## src/rtl/acc_cpu_pkg.sv

```systemverilog
// Shared types and constants for the 8-bit accumulator CPU control path.
package acc_cpu_pkg;

  localparam int ADDR_W = 13;
  localparam int DATA_W = 8;

  typedef enum logic [2:0] {
    S_IF1 = 3'd0,
    S_IF2 = 3'd1,
    S_DEC = 3'd2,
    S_MEM = 3'd3,
    S_EX  = 3'd4,
    S_ST  = 3'd5
  } state_t;

  typedef enum logic [2:0] {
    OP_ADD = 3'b000,
    OP_SUB = 3'b001,
    OP_AND = 3'b010,
    OP_NOT = 3'b011,
    OP_LDA = 3'b100,
    OP_STA = 3'b101,
    OP_JMP = 3'b110,
    OP_JZ  = 3'b111
  } opcode_t;

  typedef enum logic [1:0] {
    ALU_ADD = 2'b00,
    ALU_SUB = 2'b01,
    ALU_AND = 2'b10,
    ALU_NOT = 2'b11
  } alu_op_t;

  localparam logic [1:0] ACC_SEL_MEM = 2'b00;
  localparam logic [1:0] ACC_SEL_ALU = 2'b01;

endpackage

```

## src/rtl/acc_cpu_ctrl_decode.sv

```systemverilog
// Combinational control decoder: maps FSM state, opcode, acc_zero and
// mem_ready onto every datapath select, load enable and memory strobe.
module acc_cpu_ctrl_decode
  import acc_cpu_pkg::*;
(
  input  logic [2:0] state_i,
  input  logic [2:0] opcode_i,
  input  logic       acc_zero_i,
  input  logic       mem_ready_i,
  output logic       mem_rd_o,
  output logic       mem_wr_o,
  output logic       addr_sel_o,
  output logic       pc_sel_o,
  output logic       pc_ld_o,
  output logic       ir_hi_ld_o,
  output logic       ir_lo_ld_o,
  output logic       acc_ld_o,
  output logic [1:0] acc_sel_o,
  output logic [1:0] alu_op_o,
  output logic       instr_done_o
);

  always_comb begin
    mem_rd_o     = 1'b0;
    mem_wr_o     = 1'b0;
    addr_sel_o   = 1'b0;
    pc_sel_o     = 1'b0;
    pc_ld_o      = 1'b0;
    ir_hi_ld_o   = 1'b0;
    ir_lo_ld_o   = 1'b0;
    acc_ld_o     = 1'b0;
    acc_sel_o    = ACC_SEL_MEM;
    alu_op_o     = ALU_ADD;
    instr_done_o = 1'b0;
    case (state_t'(state_i))
      S_IF1: begin
        mem_rd_o   = 1'b1;
        ir_hi_ld_o = mem_ready_i;
        pc_ld_o    = mem_ready_i;
      end
      S_IF2: begin
        mem_rd_o   = 1'b1;
        ir_lo_ld_o = mem_ready_i;
        pc_ld_o    = mem_ready_i;
      end
      S_DEC: begin
        case (opcode_t'(opcode_i))
          OP_NOT: begin
            acc_sel_o    = ACC_SEL_ALU;
            alu_op_o     = ALU_NOT;
            acc_ld_o     = 1'b1;
            instr_done_o = 1'b1;
          end
          OP_JMP: begin
            pc_sel_o     = 1'b1;
            pc_ld_o      = 1'b1;
            instr_done_o = 1'b1;
          end
          OP_JZ: begin
            pc_sel_o     = acc_zero_i;
            pc_ld_o      = acc_zero_i;
            instr_done_o = 1'b1;
          end
          default: ;
        endcase
      end
      S_MEM: begin
        // Non-LDA reads only latch the MDR here; the ALU result lands in S_EX.
        addr_sel_o = 1'b1;
        mem_rd_o   = 1'b1;
        if (mem_ready_i && opcode_t'(opcode_i) == OP_LDA) begin
          acc_sel_o    = ACC_SEL_MEM;
          acc_ld_o     = 1'b1;
          instr_done_o = 1'b1;
        end
      end
      S_EX: begin
        acc_sel_o    = ACC_SEL_ALU;
        alu_op_o     = opcode_i[1:0];
        acc_ld_o     = 1'b1;
        instr_done_o = 1'b1;
      end
      S_ST: begin
        addr_sel_o   = 1'b1;
        mem_wr_o     = 1'b1;
        instr_done_o = mem_ready_i;
      end
      default: ;
    endcase
  end

endmodule

```

## src/rtl/acc_cpu_controller.sv

```systemverilog
// Multicycle fetch/decode/execute sequencer: state register and next-state
// logic; outputs come from the decoder and are forced low during reset.
module acc_cpu_controller
  import acc_cpu_pkg::*;
(
  input  logic       clk,
  input  logic       rst_n,
  input  logic [2:0] opcode,
  input  logic       acc_zero,
  input  logic       mem_ready,
  output logic       mem_rd,
  output logic       mem_wr,
  output logic       addr_sel,
  output logic       pc_sel,
  output logic       pc_ld,
  output logic       ir_hi_ld,
  output logic       ir_lo_ld,
  output logic       acc_ld,
  output logic [1:0] acc_sel,
  output logic [1:0] alu_op,
  output logic       instr_done,
  output logic [2:0] dbg_state_o
);

  // Memory handshake: a strobe is held with its address select until the
  // edge on which mem_ready is sampled high; that edge completes the access.
  state_t state_q, state_d;

  always_ff @(posedge clk or negedge rst_n) begin
    if (!rst_n) state_q <= S_IF1;
    else        state_q <= state_d;
  end

  always_comb begin
    state_d = state_q;
    case (state_q)
      S_IF1: if (mem_ready) state_d = S_IF2;
      S_IF2: if (mem_ready) state_d = S_DEC;
      S_DEC: begin
        case (opcode_t'(opcode))
          OP_ADD, OP_SUB, OP_AND, OP_LDA: state_d = S_MEM;
          OP_STA:                         state_d = S_ST;
          default:                        state_d = S_IF1;
        endcase
      end
      S_MEM: if (mem_ready) state_d = (opcode_t'(opcode) == OP_LDA) ? S_IF1 : S_EX;
      S_EX:  state_d = S_IF1;
      S_ST:  if (mem_ready) state_d = S_IF1;
      default: state_d = S_IF1;
    endcase
  end

  logic       d_mem_rd, d_mem_wr, d_addr_sel, d_pc_sel, d_pc_ld;
  logic       d_ir_hi_ld, d_ir_lo_ld, d_acc_ld, d_instr_done;
  logic [1:0] d_acc_sel, d_alu_op;

  acc_cpu_ctrl_decode u_decode (
    .state_i      (state_q),
    .opcode_i     (opcode),
    .acc_zero_i   (acc_zero),
    .mem_ready_i  (mem_ready),
    .mem_rd_o     (d_mem_rd),
    .mem_wr_o     (d_mem_wr),
    .addr_sel_o   (d_addr_sel),
    .pc_sel_o     (d_pc_sel),
    .pc_ld_o      (d_pc_ld),
    .ir_hi_ld_o   (d_ir_hi_ld),
    .ir_lo_ld_o   (d_ir_lo_ld),
    .acc_ld_o     (d_acc_ld),
    .acc_sel_o    (d_acc_sel),
    .alu_op_o     (d_alu_op),
    .instr_done_o (d_instr_done)
  );

  // Reset gating is combinational so a mid-wait reset drops strobes at once.
  assign mem_rd      = d_mem_rd     & rst_n;
  assign mem_wr      = d_mem_wr     & rst_n;
  assign addr_sel    = d_addr_sel   & rst_n;
  assign pc_sel      = d_pc_sel     & rst_n;
  assign pc_ld       = d_pc_ld      & rst_n;
  assign ir_hi_ld    = d_ir_hi_ld   & rst_n;
  assign ir_lo_ld    = d_ir_lo_ld   & rst_n;
  assign acc_ld      = d_acc_ld     & rst_n;
  assign acc_sel     = d_acc_sel    & {2{rst_n}};
  assign alu_op      = d_alu_op     & {2{rst_n}};
  assign instr_done  = d_instr_done & rst_n;
  assign dbg_state_o = state_q;

endmodule

```

## config.mk

```make
export PLATFORM = sky130hd
export DESIGN_NAME = acc_cpu_controller
export DESIGN_NICKNAME = d
export VERILOG_FILES = /design/src/rtl/acc_cpu_pkg.sv /design/src/rtl/acc_cpu_ctrl_decode.sv /design/src/rtl/acc_cpu_controller.sv
export SDC_FILE = /design/constraint.sdc
export NUM_CORES = 1
export LEC_CHECK = 0
export ABC_AREA = 1
export CAP_MARGIN = 15
export CORE_AREA = 2 2 41 43
export DETAILED_ROUTE_END_ITERATION = 12
export DIE_AREA = 0 0 43 45
export PLACE_DENSITY = 0.59
export SLEW_MARGIN = 10
export SYNTH_ARGS = -nofsm -noshare
export SYNTH_HDL_FRONTEND = slang
export SYNTH_SLANG_ARGS = --single-unit
```

## constraint.sdc

```tcl
create_clock -name clk -period 1.3 [get_ports clk]
set_input_delay 0.26 -clock clk [delete_from_list [all_inputs] [get_ports clk]]
set_output_delay 0.26 -clock clk [all_outputs]
set_load 0.01 [all_outputs]
```

Word level (Yosys, flattened, before mapping)
Index checks and enable logic that the tools add are counted.
- eq/ne operators: 16
- multiplexer cells: 24
- bitwise logic cells: 11
- reduce and logical (&&, ||, !) cells: 9
- operator list (operator ; number):
    3-bit equality test, second input constant ; 6
    3-bit two-way mux ; 5
    3-bit one-hot mux with 5 select lines ; 1
    3-bit by 2-bit equality test with 1-bit output, second input constant ; 4
    1-bit two-way mux ; 10
    1-bit bitwise AND ; 9
    2-bit inequality test, second input constant ; 4
    2-bit one-hot mux with 2 select lines ; 2
    3-bit by 1-bit equality test with 1-bit output, second input constant ; 2
    3-bit logical NOT ; 2
    3-bit one-hot mux with 2 select lines ; 1
    3-bit OR reduction ; 2
    2-bit bitwise AND ; 2
    1-bit one-hot mux with 2 select lines ; 2
    1-bit one-hot mux with 4 select lines ; 1
    4-bit AND reduction ; 1
    2-bit OR reduction ; 2
    4-bit OR reduction ; 1
    1-bit one-hot mux with 3 select lines ; 1
    2-bit two-way mux ; 1
    1-bit logical AND ; 1
- flip-flop bits (word level): 3
- input bits: 7
- output and inout bits: 16

Depth between registers and ports, before layout
- depth in word-level cells: 5
- gate-level depth with buffers: 7

Hierarchy
A second synthesis with hierarchy kept.
- cells, all modules: 102
- area, all modules: 515.5 um2
- modules (own cells, without submodules) (module ; times used ; cells an instance ; area an instance (um2) ; seq. area each (um2)):
    acc_cpu_controller ; 1 ; 60 ; 329.1 ; 75.1
    acc_cpu_ctrl_decode ; 1 ; 42 ; 186.4 ; 0.0

Worst setup path after synthesis
Ideal clock, no wire load.
- path kind: flip-flop to output port
- start point: register state_q[2], in the netlist dbg_state_o[2]
- end point: output pc_ld
- data arrival time: 1.146 ns
- required time: 1.040 ns
- path slack: -0.106 ns
- stages on the path, launching flop included: 7
- buffers on the path: 1
- cell sequence: dfrtp_1 > buf_4 > inv_2 > nand3_1 > nor3_2 > nor2_1 > o21ai_1
- cells in the longest elaborated chain, start to end: 4
- elaborated cells between the ends (all ways): 6
- ends and longest elaborated chain (what ; RTL line ; source):
    start, declared ; acc_cpu_controller.sv:27 ; state_t state_q, state_d;
    start signal, assigned ; acc_cpu_controller.sv:31 ; else state_q <= state_d;
    3-bit by 1-bit equality test with 1-bit output or 3-bit logical NOT (tied branches) ; acc_cpu_ctrl_decode.sv:35 ; case (state_t'(state_i))
    2-bit OR reduction (no line) ; -- ;
    1-bit one-hot mux with 2 select lines * ; acc_cpu_ctrl_decode.sv:35 ;
    1-bit bitwise AND * ; acc_cpu_controller.sv:80 ; assign pc_ld = d_pc_ld & rst_n;
    end, declared ; acc_cpu_controller.sv:15 ; output logic pc_ld,
Mark *: on every way between the ends. The rest lies on a longest branch, timed or not.

Final worst setup path
- start point: register state_q[0], in the netlist dbg_state_o[0]
- end point: output instr_done
- cells in the longest elaborated chain, start to end: 3
- elaborated cells between the ends (all ways): 6
- ends and longest elaborated chain (what ; RTL line ; source):
    3-bit equality test or 3-bit by 2-bit equality test with 1-bit output (tied branches) ; acc_cpu_ctrl_decode.sv:35 ;
    1-bit one-hot mux with 4 select lines * ; acc_cpu_ctrl_decode.sv:35 ;
    1-bit bitwise AND * ; acc_cpu_controller.sv:86 ; assign instr_done = d_instr_done & rst_n;
    end, declared ; acc_cpu_controller.sv:21 ; output logic instr_done,
Marks and branches as above.

==> results.json <==
{
  "antenna_found_initial": 0,
  "yosys.area_share.simple_pct": 52.1,
  "syn-cell-area_um2": 413,
  "max_freq_mhz": 605,
  "drt_first_pass_iters": 6,
  "synth_top_area_cell": "dfrtp_1",
  "cap_violations": 0,
  "clk_pin_slew_ps": 40,
  "dp_hpwl_um": 1140,
  "grt_pass1_wl_um": 2460,
  "yosysTopAreaCellShare_pct": 18.2,
  "crit_type": "reg -> out",
  "synth_top_family_by_area": "simple AND/OR/NAND/NOR gates",
  "gp_congestion": 0.863,
  "synth.avg_cell_area_um2": 5.66,
  "critPathRequiredTime_ps": 1040,
  "critPathMaxFanout": 4,
  "initial_core_util_pct": 28.1,
  "viasPerCell": 4.83,
  "nNetsFinal": 139,
  "finalCritPeriodShare_pct": 127,
  "cts_buffer_depth": 2,
  "synthMuxAreaShare_pct": 0,
  "ir_worst_vdd_uv": 1390,
  "ys_types": 17,
  "n_fill_cell": 142,
  "cp.arrival_ps": 1390,
  "drt_iter0_markers": 7,
  "rsz0062_at_grt": "true",
  "dieArea_um2": 1940,
  "setup_ws_ps": -354,
  "setup_viol": 14,
  "slew_viol_final": 0,
  "synthAdderAreaFrac_pct": 0,
  "wirelength_um": 1760,
  "netlist_instances": 73,
  "cts_tree": "built",
  "reg2reg_depth": 9,
  "cpPeakStageDelay_ps": 410,
  "drc": 0,
  "hold_viol": 0,
  "synth-compound-area-share_pct": 14.2,
  "seq_area_frac_synth_pct": 18.2,
  "endpoint_kind": "output pin",
  "diodes": 0,
  "design_area_um2": 975,
  "track_usage_pct": 16.5,
  "synth_xor_area_share_pct": 0,
  "drtAntennaViolNets": 0,
  "die_w_um": 43,
  "clkLatencyLatePin_ps": 220,
  "multi_input_area_um2": 372,
  "min_period_ps": 1650,
  "grt_pass1_vias": 612,
  "gr-total-overflow": 0,
  "syn_to_final_growth_pct": 136,
  "min_path_type": "in -> async",
  "synth_area_leaders": "dfrtp_1 (18%), nand2_1 (17%), nand3_1 (9.7%)",
  "placed_area_um2": 846,
  "hold_buffers": 0,
  "grt_max_degree": 7,
  "htree_num_levels": 1,
  "fin_skew_ps": 5.16,
  "num_rows": 14,
  "vias": 710,
  "hold_slack_ps": 361,
  "drive_above_1_share_pct": 63.4,
  "numCtsBuffers": 3,
  "seq_area_um2": 78.8,
  "io_buffers": 21,
  "core_um2": 1470,
  "crit_path_cell_trace": "buf_4, nand2_2, nor2_4, nand3_2, nand3_2, nand2_1, inv_1, buf_2",
  "total_power_mw": 1.59,
  "violations": "negative setup slack",
  "crit_top_cell": "nand3_2",
  "cpMaxStageDelayCell": "dfrtp_2",
  "syn-num-nets": 80,
  "cts.sinks": 3,
  "cts-root-buf": "clkbuf_4",
  "leakage_nw": 0.542,
  "num_io_pins": 23,
  "outcome": "finished, violations left",
  "start_kind": "register",
  "yosys_register_bits": 3,
  "power.density_nw_per_um2": 1630,
  "die_y_um": 45,
  "preCtsSetupSlack_ps": -761,
  "largest_reg_flops": 3,
  "drt-wirelength-per-cell_um": 12.0,
  "ys.warnings.count": 0
}
-- synthesized netlist by cell type --
library cell and count:
inv_1 8, a21oi_1 2, conb_1 1, nor2_1 8
nor2_4 1, nand3_1 8, o21ai_1 5, nor2_2 2
buf_4 2, nor3_2 2, o211ai_1 2, nand2_2 4
dfrtp_1 3, inv_2 4, nor3_1 1, nand2_1 19
o21ai_2 1
-- layout make-up --
type	count	area share, %
Clock buffer	4	2.70
Inverter	12	5.39
Multi-Input combinational cell	56	38.1
Sequential cell	3	8.09
Tap cell	16	2.05
Timing Repair Buffer	56	43.6
-- cells by family after synthesis --
| family | after synthesis |
|---|---|
| buffers and inverters | 14 |
| AOI/OAI and AO/OA | 10 |
| other | 1 |
| DFF | 3 |
| and+or+nand+nor | 45 |
-- per-stage QoR --
| step | util (%) | std cells | setup TNS (ps) |
|---|---|---|---|
| 6_report | 66.2 | 147 | -3360 |
| 5_1_grt | 66.2 | 147 | -4650 |
| 4_1_cts | 61.7 | 145 | -3050 |
| 3_5_place_dp | 57.5 | 134 | -8620 |
| 3_3_place_gp | 57.5 | 134 | -8470 |
| 2_1_floorplan | - | 73 | -111 |
-- layout by cell type (no fill, tap or decap) --
master and count:
a21oi_2 2, nand2_4 2, nor2_2 1, nor2_4 3, nand3_1 3, buf_2 14
nand3_2 4, dlygate4sd2_1 4, o21ai_1 4, inv_1 7, nor3_1 1, clkbuf_1 1
inv_8 1, o21ai_2 1, clkdlybuf4s50_1 2, buf_6 8, inv_2 4, nand2_2 5
conb_1 1, buf_4 28, o211ai_1 2, nand2_1 16, nor2_1 7, dfrtp_2 3
clkbuf_4 3, nand3_4 1, o21ai_4 1, nor3_4 2
-- worst paths after layout --
check / from / slack [ps] / end
setup / recovery: dbg_state_o[0] / -350 / instr_done
hold / removal: rst_n / 360 / dbg_state_o[0]
setup reg to reg: dbg_state_o[0] / -20 / dbg_state_o[2]
hold reg to reg: dbg_state_o[0] / 740 / dbg_state_o[0]
max in group asynchronous: rst_n / 810 / dbg_state_o[2]
min in group clk: mem_ready / 490 / dbg_state_o[2]
-- power breakdown --
group	total, mW	switching (mW)	leakage (nW)	internal (mW)
logic	1.22	0.584	0.492	0.634
clock network	0.157	0.0421	0.0150	0.115
registers	0.212	0.0755	0.0348	0.136
total	1.59	0.701	0.542	0.885
-- repair_timing --
action / in CTS / in global routing
buffers inserted: 7 / 2
hold endpoints to repair: 0 / 0
pin swaps: 10 / 13
gates resized for setup: 76 / 17
endpoints found under the setup margin: 15 / 18
-- per-layer routing --
| metal | share of wire (%) | global-route usage, % | wire length, um |
|---|---|---|---|
| met1 | 42 | 20.7 | 733 |
| met5 | 0 | 0 | 0 |
| met3 | 6.2 | 3.60 | 110 |
| met2 | 50 | 31.2 | 877 |
| met4 | 2.4 | 0 | 42 |
-- critical path: cells and delay by family, from the launching register on --
kind	cells	cell delay, ps
buffers and inverters	3	310
AND/OR/NAND/NOR	5	440
flip-flops	1	410
No activity file was read; power rests on OpenSTA's default activity.
